## config.mk

```make
export PLATFORM = sky130hd
export DESIGN_NAME = frogger_game_ctrl
export DESIGN_NICKNAME = d
export VERILOG_FILES = /design/src/rtl/frogger_game_ctrl.sv
export SDC_FILE = /design/constraint.sdc
export NUM_CORES = 1
export LEC_CHECK = 0
export ABC_AREA = 1
export CAP_MARGIN = 20
export CORE_UTILIZATION = 50
export DETAILED_ROUTE_END_ITERATION = 10
export PLACE_DENSITY = 0.74
export SYNTH_ARGS = -nofsm -noshare
export SYNTH_HDL_FRONTEND = slang
export SYNTH_SLANG_ARGS = --single-unit
```

## constraint.sdc

```tcl
create_clock -name FROGGER_GAME_CTRL_CLOCK_50 -period 2.4 [get_ports FROGGER_GAME_CTRL_CLOCK_50]
set_input_delay 0.24 -clock FROGGER_GAME_CTRL_CLOCK_50 [delete_from_list [all_inputs] [get_ports FROGGER_GAME_CTRL_CLOCK_50]]
set_output_delay 0.24 -clock FROGGER_GAME_CTRL_CLOCK_50 [all_outputs]
set_load 0.005 [all_outputs]
```

## src/rtl/frogger_game_ctrl.sv

```systemverilog
// Frogger game controller for the 8x8 LED matrix: button edge detection, game FSM,
// scrolling car lanes, frog movement, collision/goal detection and row-register output.
module frogger_game_ctrl #(
  parameter int                             DATAWIDTH_BUS       = 8,
  parameter int                             PRESCALER_DATAWIDTH = 23,
  parameter logic [PRESCALER_DATAWIDTH-1:0] LANE_PERIOD         = 23'd5000000
) (
  input  logic                     FROGGER_GAME_CTRL_CLOCK_50,
  input  logic                     FROGGER_GAME_CTRL_RESET_InLow,
  input  logic                     FROGGER_GAME_CTRL_start_In,
  input  logic                     FROGGER_GAME_CTRL_left_In,
  input  logic                     FROGGER_GAME_CTRL_right_In,
  input  logic                     FROGGER_GAME_CTRL_up_In,
  input  logic                     FROGGER_GAME_CTRL_down_In,
  output logic [DATAWIDTH_BUS-1:0] FROGGER_GAME_CTRL_data7_Out,
  output logic [DATAWIDTH_BUS-1:0] FROGGER_GAME_CTRL_data6_Out,
  output logic [DATAWIDTH_BUS-1:0] FROGGER_GAME_CTRL_data5_Out,
  output logic [DATAWIDTH_BUS-1:0] FROGGER_GAME_CTRL_data4_Out,
  output logic [DATAWIDTH_BUS-1:0] FROGGER_GAME_CTRL_data3_Out,
  output logic [DATAWIDTH_BUS-1:0] FROGGER_GAME_CTRL_data2_Out,
  output logic [DATAWIDTH_BUS-1:0] FROGGER_GAME_CTRL_data1_Out,
  output logic [DATAWIDTH_BUS-1:0] FROGGER_GAME_CTRL_data0_Out,
  output logic [1:0]               FROGGER_GAME_CTRL_state_Out,
  output logic [3:0]               FROGGER_GAME_CTRL_score_Out
);

  typedef enum logic [1:0] {S_IDLE = 2'b00, S_PLAY = 2'b01, S_WIN = 2'b10, S_LOSE = 2'b11} state_t;

  // Rows 0 (home) and 7 (goal) are kept as empty lanes so lookups by y need no range guard.
  localparam logic [7:0][DATAWIDTH_BUS-1:0] LANE_RST =
    {8'h00, 8'h90, 8'h06, 8'h60, 8'h88, 8'h18, 8'hC0, 8'h00};

  // Button order: {start, up, down, left, right}
  localparam int B_START = 4, B_UP = 3, B_DOWN = 2, B_LEFT = 1, B_RIGHT = 0;

  state_t                              state_q;
  logic [3:0]                          score_q;
  logic [7:0][DATAWIDTH_BUS-1:0]       lanes_q, lanes_d;
  logic [2:0]                          x_q, x_d, y_q, y_d;
  logic [PRESCALER_DATAWIDTH-1:0]      cnt_q, cnt_d;
  logic [4:0]                          prev_q, btn, press;
  logic                                tick, goal, hit;
  logic [7:0][DATAWIDTH_BUS-1:0]       rows;

  assign btn   = {FROGGER_GAME_CTRL_start_In, FROGGER_GAME_CTRL_up_In, FROGGER_GAME_CTRL_down_In,
                  FROGGER_GAME_CTRL_left_In, FROGGER_GAME_CTRL_right_In};
  assign press = btn & ~prev_q;
  assign tick  = (cnt_q == LANE_PERIOD - 1'b1);
  assign goal  = (y_q == 3'd7);
  assign hit   = lanes_q[y_q][x_q];

  always_comb begin
    cnt_d   = tick ? '0 : cnt_q + 1'b1;
    lanes_d = lanes_q;
    if (tick) begin
      for (int i = 1; i <= 6; i++) begin
        if (i % 2 == 1) lanes_d[i] = {lanes_q[i][DATAWIDTH_BUS-2:0], lanes_q[i][DATAWIDTH_BUS-1]};
        else            lanes_d[i] = {lanes_q[i][0], lanes_q[i][DATAWIDTH_BUS-1:1]};
      end
    end
    x_d = x_q;
    y_d = y_q;
    if (press[B_UP]) begin
      if (y_q != 3'd7) y_d = y_q + 3'd1;
    end else if (press[B_DOWN]) begin
      if (y_q != 3'd0) y_d = y_q - 3'd1;
    end else if (press[B_LEFT]) begin
      if (x_q != 3'd7) x_d = x_q + 3'd1;
    end else if (press[B_RIGHT]) begin
      if (x_q != 3'd0) x_d = x_q - 3'd1;
    end
  end

  always_ff @(posedge FROGGER_GAME_CTRL_CLOCK_50 or negedge FROGGER_GAME_CTRL_RESET_InLow) begin
    if (!FROGGER_GAME_CTRL_RESET_InLow) begin
      state_q <= S_IDLE;
      score_q <= '0;
      lanes_q <= LANE_RST;
      x_q     <= 3'd3;
      y_q     <= 3'd0;
      cnt_q   <= '0;
      prev_q  <= '0;
    end else begin
      prev_q <= btn;
      unique case (state_q)
        S_IDLE: if (press[B_START]) begin
          state_q <= S_PLAY;
          cnt_q   <= '0;
        end
        // Outcome uses the registered frog/lanes; tick and move still land on the leaving edge.
        S_PLAY: begin
          cnt_q   <= cnt_d;
          lanes_q <= lanes_d;
          x_q     <= x_d;
          y_q     <= y_d;
          if (goal) begin
            state_q <= S_WIN;
            score_q <= score_q + 4'd1;
          end else if (hit) begin
            state_q <= S_LOSE;
          end
        end
        S_WIN, S_LOSE: if (press[B_START]) begin
          state_q <= S_PLAY;
          lanes_q <= LANE_RST;
          x_q     <= 3'd3;
          y_q     <= 3'd0;
          cnt_q   <= '0;
          if (state_q == S_LOSE) score_q <= '0;
        end
      endcase
    end
  end

  for (genvar r = 0; r < 8; r++) begin : g_row
    assign rows[r] = (state_q == S_WIN) ? {DATAWIDTH_BUS{1'b1}} :
                     lanes_q[r] | ((y_q == 3'(r)) ? (DATAWIDTH_BUS'(1) << x_q) : '0);
  end

  assign FROGGER_GAME_CTRL_data0_Out = rows[0];
  assign FROGGER_GAME_CTRL_data1_Out = rows[1];
  assign FROGGER_GAME_CTRL_data2_Out = rows[2];
  assign FROGGER_GAME_CTRL_data3_Out = rows[3];
  assign FROGGER_GAME_CTRL_data4_Out = rows[4];
  assign FROGGER_GAME_CTRL_data5_Out = rows[5];
  assign FROGGER_GAME_CTRL_data6_Out = rows[6];
  assign FROGGER_GAME_CTRL_data7_Out = rows[7];
  assign FROGGER_GAME_CTRL_state_Out = state_q;
  assign FROGGER_GAME_CTRL_score_Out = score_q;

endmodule
```

==> Yosys cells after proc, flatten, opt, wreduce, memory -nomap -nowiden <==
Cells that the tools add are included.
{ "totals": {"regBits": 104, "elab_cells": 122, "input_bits": 7, "output_inout_bits": 70} }
{ "op_classes": {"n_shift": 1, "addsub": 6, "mux": 48, "eq_ne": 27, "n_reduce_logical": 13, "bitwise": 11, "magnitude_cmp": 2} }
{ "ops": {"columns": ["op", "count"], "rows": [
  ["$mux W8", 17],
  ["$pmux W64 S2", 1],
  ["$mux W64", 1],
  ["$or A8 B8 Y8", 8],
  ["$mux W48", 1],
  ["$mux W23", 2],
  ["$pmux W23 S2", 1],
  ["$mux W3", 12],
  ["$ne A3 B3 Y1 const B", 9],
  ["$bmux W8 S3", 1],
  ["$add A23 B1 Y23 const B", 1],
  ["$eq A23 B23 Y1 const B", 1],
  ["$eq A3 B3 Y1 const B", 4],
  ["$mux W4", 3],
  ["$ne A2 B2 Y1 const B", 6],
  ["$pmux W3 S2", 2],
  ["$lt A3 B4 Y1 const B", 2],
  ["$pmux W4 S2", 1],
  ["$shl A1 B3 Y8 const A", 1],
  ["$reduce_and A7 Y1", 1],
  ["$add A3 B1 Y3 const B", 2],
  ["$eq A3 B2 Y1 const B", 2],
  ["$mux W2", 3],
  ["$reduce_and A3 Y1", 2],
  ["21 further kinds", 24]
]} }

==> Longest topological paths before layout <==
{ "depth": {"depth_word": 7, "depth_mapped": 14, "ltp_nobuf": 13} }

==> Worst setup path after synthesis <==
Ideal clock, no wire load.
{ "synth_path": {"path_kind": "register to register", "start": "register y_q[0]", "end": "register y_q[1]", "arrival_ps": 1638, "stages_incl_launch_ff": 10, "path_slack_ps": 624, "setup_time_ps": 138, "path_buffers": 2, "synth_period_minus_slack_ps": 1776, "cell_sequence": "dfrtp_1 buf_2 inv_1 buf_2 ha_1 nand2_1 o31ai_1 a211oi_2 nand2_1 o22ai_1"} }
{ "synth_via": {"elab_chain_len": 5} }
{ "synth_rtl": {"columns": ["item", "line_no", "text"], "rows": [
  ["start: declaration", "39", "logic [2:0] x_q, x_d, y_q, y_d;"],
  ["start signal: assignment", "95", "y_q <= y_d;"],
  ["$sub A3 B1 Y3", "66", "if (y_q != 3'd0) y_d = y_q - 3'd1;"],
  ["$mux W3", "66", null],
  ["$mux W3", "65", "end else if (press[B_DOWN]) begin"],
  ["$mux W3", "63", "if (press[B_UP]) begin"],
  ["$pmux W3 S2", "85", "unique case (state_q)"]
]} }
Several ways; a longest one is shown, not always the timed one. The select of a mux whose other input is x is not followed.
A chain may end at the register's enable or synchronous reset.

==> Worst setup path in the final report <==
{ "layout_path": {"start": "register x_q[0]", "end": "output port FROGGER_GAME_CTRL_data7_Out[7]"} }
{ "layout_via": {"elab_chain_len": 4} }
{ "layout_rtl": {"columns": ["item", "line_no", "text"], "rows": [
  ["start: declaration", "39", null],
  ["start signal: assignment", "79", "x_q <= 3'd3;"],
  ["start signal: assignment", "94", "x_q <= x_d;"],
  ["start signal: assignment", "106", "x_q <= 3'd3;"],
  ["$shl A1 B3 Y8", "117", "lanes_q[r] | ((y_q == 3'(r)) ? (DATAWIDTH_BUS'(1) << x_q) : '0);"],
  ["$mux W8", "117", null],
  ["$or A8 B8 Y8", "117", null],
  ["$mux W8", "116", "assign rows[r] = (state_q == S_WIN) ? {DATAWIDTH_BUS{1'b1}} :"],
  ["end: declaration", "15", "output logic [DATAWIDTH_BUS-1:0] FROGGER_GAME_CTRL_data7_Out,"]
]} }
Every way passes these cells.

==> flow_metrics.tcl <==
set metrics [dict create \
    grt_antenna_before_repair 0 \
    syn_nets 746 \
    clk_path_buf_depth 2 \
    die_h_um 106 \
    rsz0062_at_grt "true" \
    worstMarginPinSlew_ns 0.589 \
    pre_cts_ws_ns 0.177 \
    initial_core_util_pct 52.0 \
    clock_skew_ns 0.0155 \
    ys_seq_area_share_pct 41.0 \
    slew_headroom_pct 60.7 \
    period_share_pct 97.5 \
    clock_sinks 88 \
    final_cells 959 \
    synth_top_area_cell "dfrtp_1" \
    synth_area_leaders "dfrtp_1, nand2_1, nand3_1" \
    grt_overflow_total 0 \
    synthTopCellsByCount "nand2_1, inv_1, nand3_1" \
    grt_first_pass_wirelength_mm 25.4 \
    gp_congestion 0.952 \
    firstDrtPassIters 7 \
    hold_ws_ns 0.336 \
    drv_slew 0 \
    insertion_delay_ns 0.37 \
    slowest_delay_ns 0.61 \
    synth_top_family_by_area "simple AND/OR/NAND/NOR gates" \
    synth_compound_area_share_pct 17.3 \
    status "completed" \
    hold_class "in -> reg" \
    grt_max_degree 65 \
    arrival_ns 2.10 \
    cp_cell_sequence "nand2_1 -> nor2_2 -> inv_2 -> o21ai_1 -> clkdlybuf4s50_1" \
    track_usage_pct 28.7 \
    critPathMaxFanout 6 \
    vias 5387 \
    maxCapViolations 0 \
    viasPerCell 5.62 \
    synth_fa_ha_area_share_pct 2.45 \
    peakVddDrop_mv 0.871 \
    drc 0 \
    synth-xor-area-share_pct 1.78 \
    die_x_um 106 \
    io_pins 77 \
    synth.most_common_cell "nand2_1" \
    worst_ep_required_time_ns 2.16 \
    cts_root_buf "clkbuf_8" \
    syn_avg_cell_area_um2 7.43 \
    synth_edf_count 0 \
    period_minus_slack_ns 2.34 \
    synthMuxAreaShare_pct 0.185 \
    drtIter0Drc 401 \
    fin_area_mm2 0.00686 \
    endpoint_kind "output port" \
    placed_cell_area_mm2 0.00642 \
    synth_cell_types 38 \
    max_freq_mhz 428 \
    synthSimpleGateAreaFrac_pct 26.0 \
    setup_tns_ns 0 \
    hold_viol 0 \
    io_buffers 76 \
    syn_inst 729 \
    synthFlopType "dfrtp_1" \
    nets 835 \
    finish.utilization_pct 65.9 \
    path_clk_slew_ns 0.10 \
    power_mw 8.19 \
    drive_gt1_share_pct 16.3 \
    hpwlAfterDp_mm 11.2 \
    htree_levels 3 \
    crit_type "reg -> out" \
    num_rows 37 \
    diodes 0 \
    dieArea_mm2 0.0113 \
    ys_warn_count 0 \
    core_mm2 0.0104 \
    r2r_setup_slack_ns 0.35 \
    cts_tree "yes" \
    drtAntennaViolNets 0 \
    finalSetupViolCount 0 \
    yosys.area.top_type_share_pct 34.2 \
    place_inst 933 \
    synth-seq-cells 88 \
    slowest_stage "dfstp_2" \
    routed_wl_mm 15.4 \
    critPathLaunchType "flop" \
    synthesis.area_mm2 0.00542 \
    post_drt_wl_per_cell_um 16.1 \
    syn_to_final_growth_pct 26.7 \
    powerDensity_mw_per_mm2 1190 \
    cts_buffers 9 \
    n_fill_cell 929 \
    ys_async_sr_fraction_pct 100 \
    leakagePower_nw 3.44 \
    grt_pass1_vias 5024 \
    worst_slack_ns 0.0612 \
]
==> final timing paths <==
path / endpoint / start / depth (start not counted)
hold / removal: prev_q[1] / FROGGER_GAME_CTRL_left_In / 1
hold reg to reg: cnt_q[22] / cnt_q[22] / 2
min in group asynchronous: lanes_q[44] / FROGGER_GAME_CTRL_RESET_InLow / 2
setup reg to reg: cnt_q[20] / cnt_q[0] / 12
setup / recovery: FROGGER_GAME_CTRL_data7_Out[7] / x_q[0] / 5
max in group asynchronous: x_q[1] / FROGGER_GAME_CTRL_RESET_InLow / 3
==> where the power goes <==
part	total (mW)	switching, mW	internal [mW]
Clock	1.09	0.568	0.523
Sequential	2.22	0.308	1.91
Combinational	4.88	2.67	2.21
Total	8.19	3.55	4.64
==> critical path: cells and delay by family (launching register included) <==
kind | cells | cell delay (ns)
AOI/OAI and AO/OA | 1 | 0.19
buffers and inverters | 2 | 0.64
and+or+nand+nor | 2 | 0.29
DFF | 1 | 0.61
==> cell usage in the layout, fill, tap and decap left out, types with 2 or more instances in the layout <==
master / instances
o31ai_1: 3
nand2_1: 143
o21ai_2: 10
o21ai_0: 69
nor2_2: 8
dfrtp_1: 72
dlymetal6s2s_1: 30
nor3_1: 3
nand2_2: 4
dfrtp_2: 2
buf_4: 32
buf_12: 4
nor2_1: 35
clkdlybuf4s50_1: 39
nor2_4: 6
nand4_1: 2
ha_2: 2
nor4_1: 3
o22ai_1: 9
a21oi_1: 8
inv_2: 19
o211ai_1: 29
ha_1: 7
clkbuf_8: 10
inv_6: 3
dfstp_2: 14
nand3_2: 10
inv_1: 93
xnor2_1: 2
nand3_1: 95
dlygate4sd2_1: 6
xor2_1: 9
buf_6: 3
o21ai_1: 23
==> registers in the layout (all words and copies together), names as in the netlist <==
register,flops
y_q,3
lanes_q,48
FROGGER_GAME_CTRL_score_Out,4
x_q,3
cnt_q,23
prev_q,5
FROGGER_GAME_CTRL_state_Out,2
==> area by class of cell <==
| cell class | instances | area, um2 | area share (%) |
|---|---|---|---|
| clock inverters | 6 | 72.6 | 1.06 |
| repair buffers | 115 | 1180 | 17.2 |
| flip-flops and latches | 88 | 2220 | 32.4 |
| well taps | 136 | 170 | 2.48 |
| inverters | 112 | 420 | 6.13 |
| clock buffers | 10 | 138 | 2.01 |
| multi-input cells | 492 | 2660 | 38.7 |
==> cells by family after synthesis <==
kind of cell / after synthesis
buffers and inverters: 149
and+or+nand+nor: 314
xor gates and xnor gates: 11
AOI/OAI and AO/OA: 156
DFF: 88
adders and majority gates: 10
muxes: 1
==> per-layer routing <==
layer / share of wire [%] / track usage, % / vias to the layer above / wire length [um]
met5: 0 / 0 / - / 0
met4: 1.7 / 8.13 / 0 / 261
met2: 48 / 46.2 / 201 / 7390
met3: 6.1 / 4.60 / 27 / 935
li1: - / - / 2570 / -
met1: 44 / 40.0 / 2589 / 6860
==> timing repair <==
item                                    4_1_cts  5_1_grt
hold buffers                                  1        0
resized for setup                            27       55
setup buffers                                 3        6
endpoints found under the setup margin       48       58
hold endpoints to repair                     35        0
pin swaps                                     2        5
No activity file was read; power rests on OpenSTA's default activity.
==> patch 1, RTL diff (same flow settings) <==
Put a register stage on the outputs `FROGGER_GAME_CTRL_data7_Out`, `FROGGER_GAME_CTRL_data6_Out`, `FROGGER_GAME_CTRL_data5_Out`, `FROGGER_GAME_CTRL_data4_Out`, `FROGGER_GAME_CTRL_data3_Out`, `FROGGER_GAME_CTRL_data2_Out`, `FROGGER_GAME_CTRL_data1_Out` and `FROGGER_GAME_CTRL_data0_Out`, cleared by the reset. The values now appear one clock later. The other outputs are not delayed to match.
--- a/src/rtl/frogger_game_ctrl.sv
+++ b/src/rtl/frogger_game_ctrl.sv
@@ -119,10 +119,23 @@
 
-  assign FROGGER_GAME_CTRL_data0_Out = rows[0];
-  assign FROGGER_GAME_CTRL_data1_Out = rows[1];
-  assign FROGGER_GAME_CTRL_data2_Out = rows[2];
-  assign FROGGER_GAME_CTRL_data3_Out = rows[3];
-  assign FROGGER_GAME_CTRL_data4_Out = rows[4];
-  assign FROGGER_GAME_CTRL_data5_Out = rows[5];
-  assign FROGGER_GAME_CTRL_data6_Out = rows[6];
-  assign FROGGER_GAME_CTRL_data7_Out = rows[7];
+  always_ff @(posedge FROGGER_GAME_CTRL_CLOCK_50 or negedge FROGGER_GAME_CTRL_RESET_InLow) begin
+    if (!FROGGER_GAME_CTRL_RESET_InLow) begin
+      FROGGER_GAME_CTRL_data7_Out <= '0;
+      FROGGER_GAME_CTRL_data6_Out <= '0;
+      FROGGER_GAME_CTRL_data5_Out <= '0;
+      FROGGER_GAME_CTRL_data4_Out <= '0;
+      FROGGER_GAME_CTRL_data3_Out <= '0;
+      FROGGER_GAME_CTRL_data2_Out <= '0;
+      FROGGER_GAME_CTRL_data1_Out <= '0;
+      FROGGER_GAME_CTRL_data0_Out <= '0;
+    end else begin
+      FROGGER_GAME_CTRL_data7_Out <= rows[7];
+      FROGGER_GAME_CTRL_data6_Out <= rows[6];
+      FROGGER_GAME_CTRL_data5_Out <= rows[5];
+      FROGGER_GAME_CTRL_data4_Out <= rows[4];
+      FROGGER_GAME_CTRL_data3_Out <= rows[3];
+      FROGGER_GAME_CTRL_data2_Out <= rows[2];
+      FROGGER_GAME_CTRL_data1_Out <= rows[1];
+      FROGGER_GAME_CTRL_data0_Out <= rows[0];
+    end
+  end
   assign FROGGER_GAME_CTRL_state_Out = state_q;
Behaviour: not the same (Yosys sat finds a counterexample within 4 cycles, from zero or initial values and one cycle with FROGGER_GAME_CTRL_RESET_InLow low).
==> patch 1 against the unedited design <==
Sequential power increased by 78%. Cell area up 26%. Count of clock-buffer cells in the layout grew 7. Setup slack improved by 0.36 ns. Synthesized area is 30% higher. Total power rose by 31%. Sequential cell count up 64. Largest cell class is now registers. Routed wire length is 17% higher.
==> patch 1: results (changes against the unedited design) <==
status: "completed"  # unchanged
wl_met2_um: 8300  # was 7390 µm
reg_top3: "lanes_q x48, cnt_q x23"  # was lanes_q x48, cnt_q x23, prev_q x5
fillerInstances: 1138  # was 929
muxShareOfSynthArea_pct: 0.159  # was 0.185%
place_inst: 1049  # was 933
signal_buffers: 101  # was 115
first_global_vias: 5516  # was 5024
track_usage_pct: 26.2  # was 28.7%
synth_compound_area_share_pct: 10.8  # was 17.3%
seq_share_pct: 44.0  # was 32.4%
grt_pass1_wl_um: 28900  # was 25400 µm
postCtsSetupRepairBufs: 0  # was 3
rrSetupSlack_ns: 0.43  # was 0.35 ns
dieArea_mm2: 0.0146  # was 0.0113 mm²
gp_congestion: 0.941  # was 0.952
yosys-top-cells-area: "dfrtp_1 49%, nand2_1 8.5%, nand3_1 8.0%, dfstp_2 5.2%, inv_1 4.5%"  # was dfrtp_1 34%, nand2_1 10%, nand3_1 8.8%, inv_1 7.5%, dfstp_2 6.8%
n_all_inverters: 96  # was 112
wl_met1_um: 7950  # was 6860 µm
nNetsFinal: 906  # was 835
grt_start_max_net_pins: 67  # was 65
nMultiInputCombCells: 521  # was 492
dr.pass1.iters: 5  # was 7
avgSynthCellArea_um2: 8.77  # was 7.43 µm²
max_stage_delay_ns: 0.57  # was 0.61 ns
h-tree-depth: 4  # was 3
clock_latency_ns: 0.44  # was 0.37 ns
rr_endpoint: "FROGGER_GAME_CTRL_state_Out[0]"  # was cnt_q[20]
p_leak_nw: 4.02  # was 3.44 nW
whs_ns: 0.272  # was 0.336 ns
## patch 1: power breakdown
group          leakage [nW]  internal [mW]  switching (mW)  total (mW)
registers              1.95           3.48           0.476        3.95
clock network         0.291           1.41            1.25        2.66
logic                  1.78           1.75            2.41        4.16
## patch 1: worst max path at each step
stage	from	endpoint	slack, ns	cells past startpoint
floorplan	cnt_q[0]	lanes_q[32]	0.79	10
global placement	FROGGER_GAME_CTRL_left_In	x_q[2]	0.33	8
detailed placement	FROGGER_GAME_CTRL_left_In	x_q[2]	0.30	8
CTS	FROGGER_GAME_CTRL_state_Out[1]	FROGGER_GAME_CTRL_state_Out[1]	0.41	2
global route	y_q[1]	FROGGER_GAME_CTRL_state_Out[0]	0.28	13
finish	FROGGER_GAME_CTRL_state_Out[1]	FROGGER_GAME_CTRL_state_Out[1]	0.42	2
==> patch 2, RTL diff (config.mk and constraints unchanged) <==
Without the edit above. Change the parameter `PRESCALER_DATAWIDTH` from 23 to 46.
--- a/src/rtl/frogger_game_ctrl.sv
+++ b/src/rtl/frogger_game_ctrl.sv
@@ -4,3 +4,3 @@
   parameter int                             DATAWIDTH_BUS       = 8,
-  parameter int                             PRESCALER_DATAWIDTH = 23,
+  parameter int                             PRESCALER_DATAWIDTH = 46,
   parameter logic [PRESCALER_DATAWIDTH-1:0] LANE_PERIOD         = 23'd5000000
Check against the original RTL: no difference found for any inputs over 4 cycles, from zero or initial values and one cycle with FROGGER_GAME_CTRL_RESET_InLow low; that may be too few to reach the edited logic, so the function may still have changed.
==> patch 2 against the unedited design <==
The run now ends with setup timing left. Sequential share of layout area decreased by 0.94 points. First-iteration DRC count is 55% higher. Synthesized area up 34%. Sequential power up 20%. Sequential cell count up 23. Routed wire length is 42% higher. Setup slack worse by 0.071 ns. Cell area grew 30%. Total power increased by 15%. Critical endpoint is now FROGGER_GAME_CTRL_data4_Out[4].
==> patch 2: results (changes against the unedited design) <==
status: "finished with violations"  # was completed
violations: "setup timing"
nNetsFinal: 1081  # was 835
placement.io_buffers: 76  # unchanged
async_flop_share_pct: 100  # unchanged
switching_share_pct: 42.0  # was 43.3%
first_iter_violations: 621  # was 401
yosys-top-cells-area: "dfrtp_1 34%, nand2_1 10%, nand3_1 7.1%, inv_1 6.7%, o21ai_0 6.1%"  # was dfrtp_1 34%, nand2_1 10%, nand3_1 8.8%, inv_1 7.5%, dfstp_2 6.8%
grt_pass1_wl_um: 34700  # was 25400 µm
vias_per_cell: 5.80  # was 5.62
fin_skew_ns: 0.00775  # was 0.0155 ns
h-tree-depth: 3  # unchanged
hold_class: "in -> reg"  # unchanged
synth_xor_area_share_pct: 3.39  # was 1.78%
ir_worst_vdd_v: 0.000542  # was 0.000871 V
p_leak_nw: 4.11  # was 3.44 nW
setup_slack_ns: -0.00973  # was 0.0612 ns
synth_fa_ha_area_share_pct: 1.83  # was 2.45%
antenna_found_initial: 0  # unchanged
dr.pass1.iters: 5  # was 7
antenna_cells: 0  # unchanged
ys.flop_type: "dfrtp_1"  # unchanged
gp_congestion: 0.992  # was 0.952
yosysWarningCount: 0  # unchanged
max_stage_delay_ns: 0.53  # was 0.61 ns
fillerInstances: 1250  # was 929
cts-root-buf: "clkbuf_16"  # was clkbuf_8
cts_buffer_depth: 2  # unchanged
grt_start_max_net_pins: 65  # unchanged
synth_commonest_cells: "197 x nand2_1, 130 x inv_1, 103 x nand3_1"  # was 147 x nand2_1, 108 x inv_1, 95 x nand3_1
synth_compound_area_share_pct: 15.2  # was 17.3%
slowest_stage: "clkdlybuf4s50_1"  # was dfstp_2
drive_gt1_share_pct: 17.1  # was 16.3%
critPathTopFamily: "buffers and inverters"  # unchanged
dp_hpwl_um: 16300  # was 11200 µm
synthesis.nets: 982  # was 746
cp.arrival_ns: 2.17  # was 2.10 ns
track_usage_pct: 30.3  # was 28.7%
cts.clk_slew.worst_paths_ns: 0.08  # was 0.10 ns
totalWireLength_um: 21900  # was 15400 µm
setup_viol: 1  # was 0
first_global_vias: 6746  # was 5024
setup_tns_ns: -0.00973  # was 0 ns
tightest_slew_ns: 0.626  # was 0.589 ns
pre_cts_slack_ns: 0.184  # was 0.177 ns
yosysUniqueCellTypes: 38  # unchanged
cts.sinks: 111  # was 88
cts_buffers: 9  # unchanged
reg_top3: "lanes_q x48, cnt_q x46, prev_q x5"  # was lanes_q x48, cnt_q x23, prev_q x5
muxShareOfSynthArea_pct: 0.138  # was 0.185%
yosysSeqAreaShare_pct: 38.6  # was 41.0%
[patch 2: worst register-to-register path, delay by kind of cell, from the launching register on]
kind                     cells  cell delay [ns]
AND/OR/NAND/NOR              6             0.90
flip-flops                   1             0.42
AO/OA/AOI/OAI                2             0.25
buffers and inverters        1             0.24
adder cells (fa/ha/maj)      1             0.23
[patch 2: path summary, 6_finish.rpt]
kind / start / end / slack, ns / cells after the start
setup / recovery: x_q[2] / FROGGER_GAME_CTRL_data4_Out[4] / -0.01 / 5
hold / removal: FROGGER_GAME_CTRL_up_In / prev_q[3] / 0.35 / 1
setup reg to reg: cnt_q[0] / lanes_q[19] / 0.29 / 10
hold reg to reg: FROGGER_GAME_CTRL_score_Out[3] / FROGGER_GAME_CTRL_score_Out[3] / 0.50 / 1
max in group asynchronous: FROGGER_GAME_CTRL_RESET_InLow / cnt_q[3] / 1.22 / 3
min in group asynchronous: FROGGER_GAME_CTRL_RESET_InLow / lanes_q[44] / 0.44 / 2
[patch 2: stage by stage]
stage | instances | hold WS [ns] | instance area (µm²)
detailed placement | 1216 | 0.290 | 8300
floorplan | 965 | -0.0556 | 7240
global route | 1249 | 0.338 | 8890
global placement | 1216 | 0.299 | 8300
CTS | 1234 | 0.341 | 8660
finish | 1249 | 0.348 | 8890
[patch 2: cell type report]
class / instances / area (µm²) / share of cell area [%]
Clock buffer: 9 / 225 / 2.53
Sequential cell: 111 / 2800 / 31.4
Inverter: 135 / 512 / 5.75
Clock inverter: 7 / 78.8 / 0.886
Timing Repair Buffer: 126 / 1270 / 14.3
Multi-Input combinational cell: 681 / 3780 / 42.6
Tap cell: 180 / 225 / 2.53
[patch 2: power by group through the flow]
| stage | Combinational, mW | Sequential (mW) | Clock (mW) |
|---|---|---|---|
| finish | 5.18 | 2.66 | 1.57 |
| global route | 5.62 | 2.70 | 1.66 |
| floorplan | 2.54 | 2.55 | 0 |
| global placement | 4.84 | 2.65 | 0 |
| CTS | 4.98 | 2.64 | 1.60 |
| detailed placement | 4.90 | 2.67 | 0 |
[patch 2: timing repair]
action	in CTS	in global routing
resized for setup	16	52
hold buffers	1	0
endpoints found under the hold margin	32	0
endpoints found under the setup margin	49	62
cloned	0	0
pin swaps	0	6
buffers inserted	1	15
[patch 2: kinds of logic (layout without fill, tap and decap cells)]
kind of cell               count (synthesis)  after routing
AOI/OAI and AO/OA                        177            177
xor gates and xnor gates                  28             28
adders and majority gates                 10             10
buffers and inverters                    173            277
DFF                                      111            111
muxes                                      1              1
and+or+nand+nor                          465            465
[patch 2: per-layer routing]
| metal | GRT usage (%) | part of all wire (%) |
|---|---|---|
| met1 | 40.1 | 42 |
| met3 | 5.11 | 6.5 |
| met4 | 13.3 | 4.2 |
| met5 | 0 | 0 |
| met2 | 48.9 | 47 |
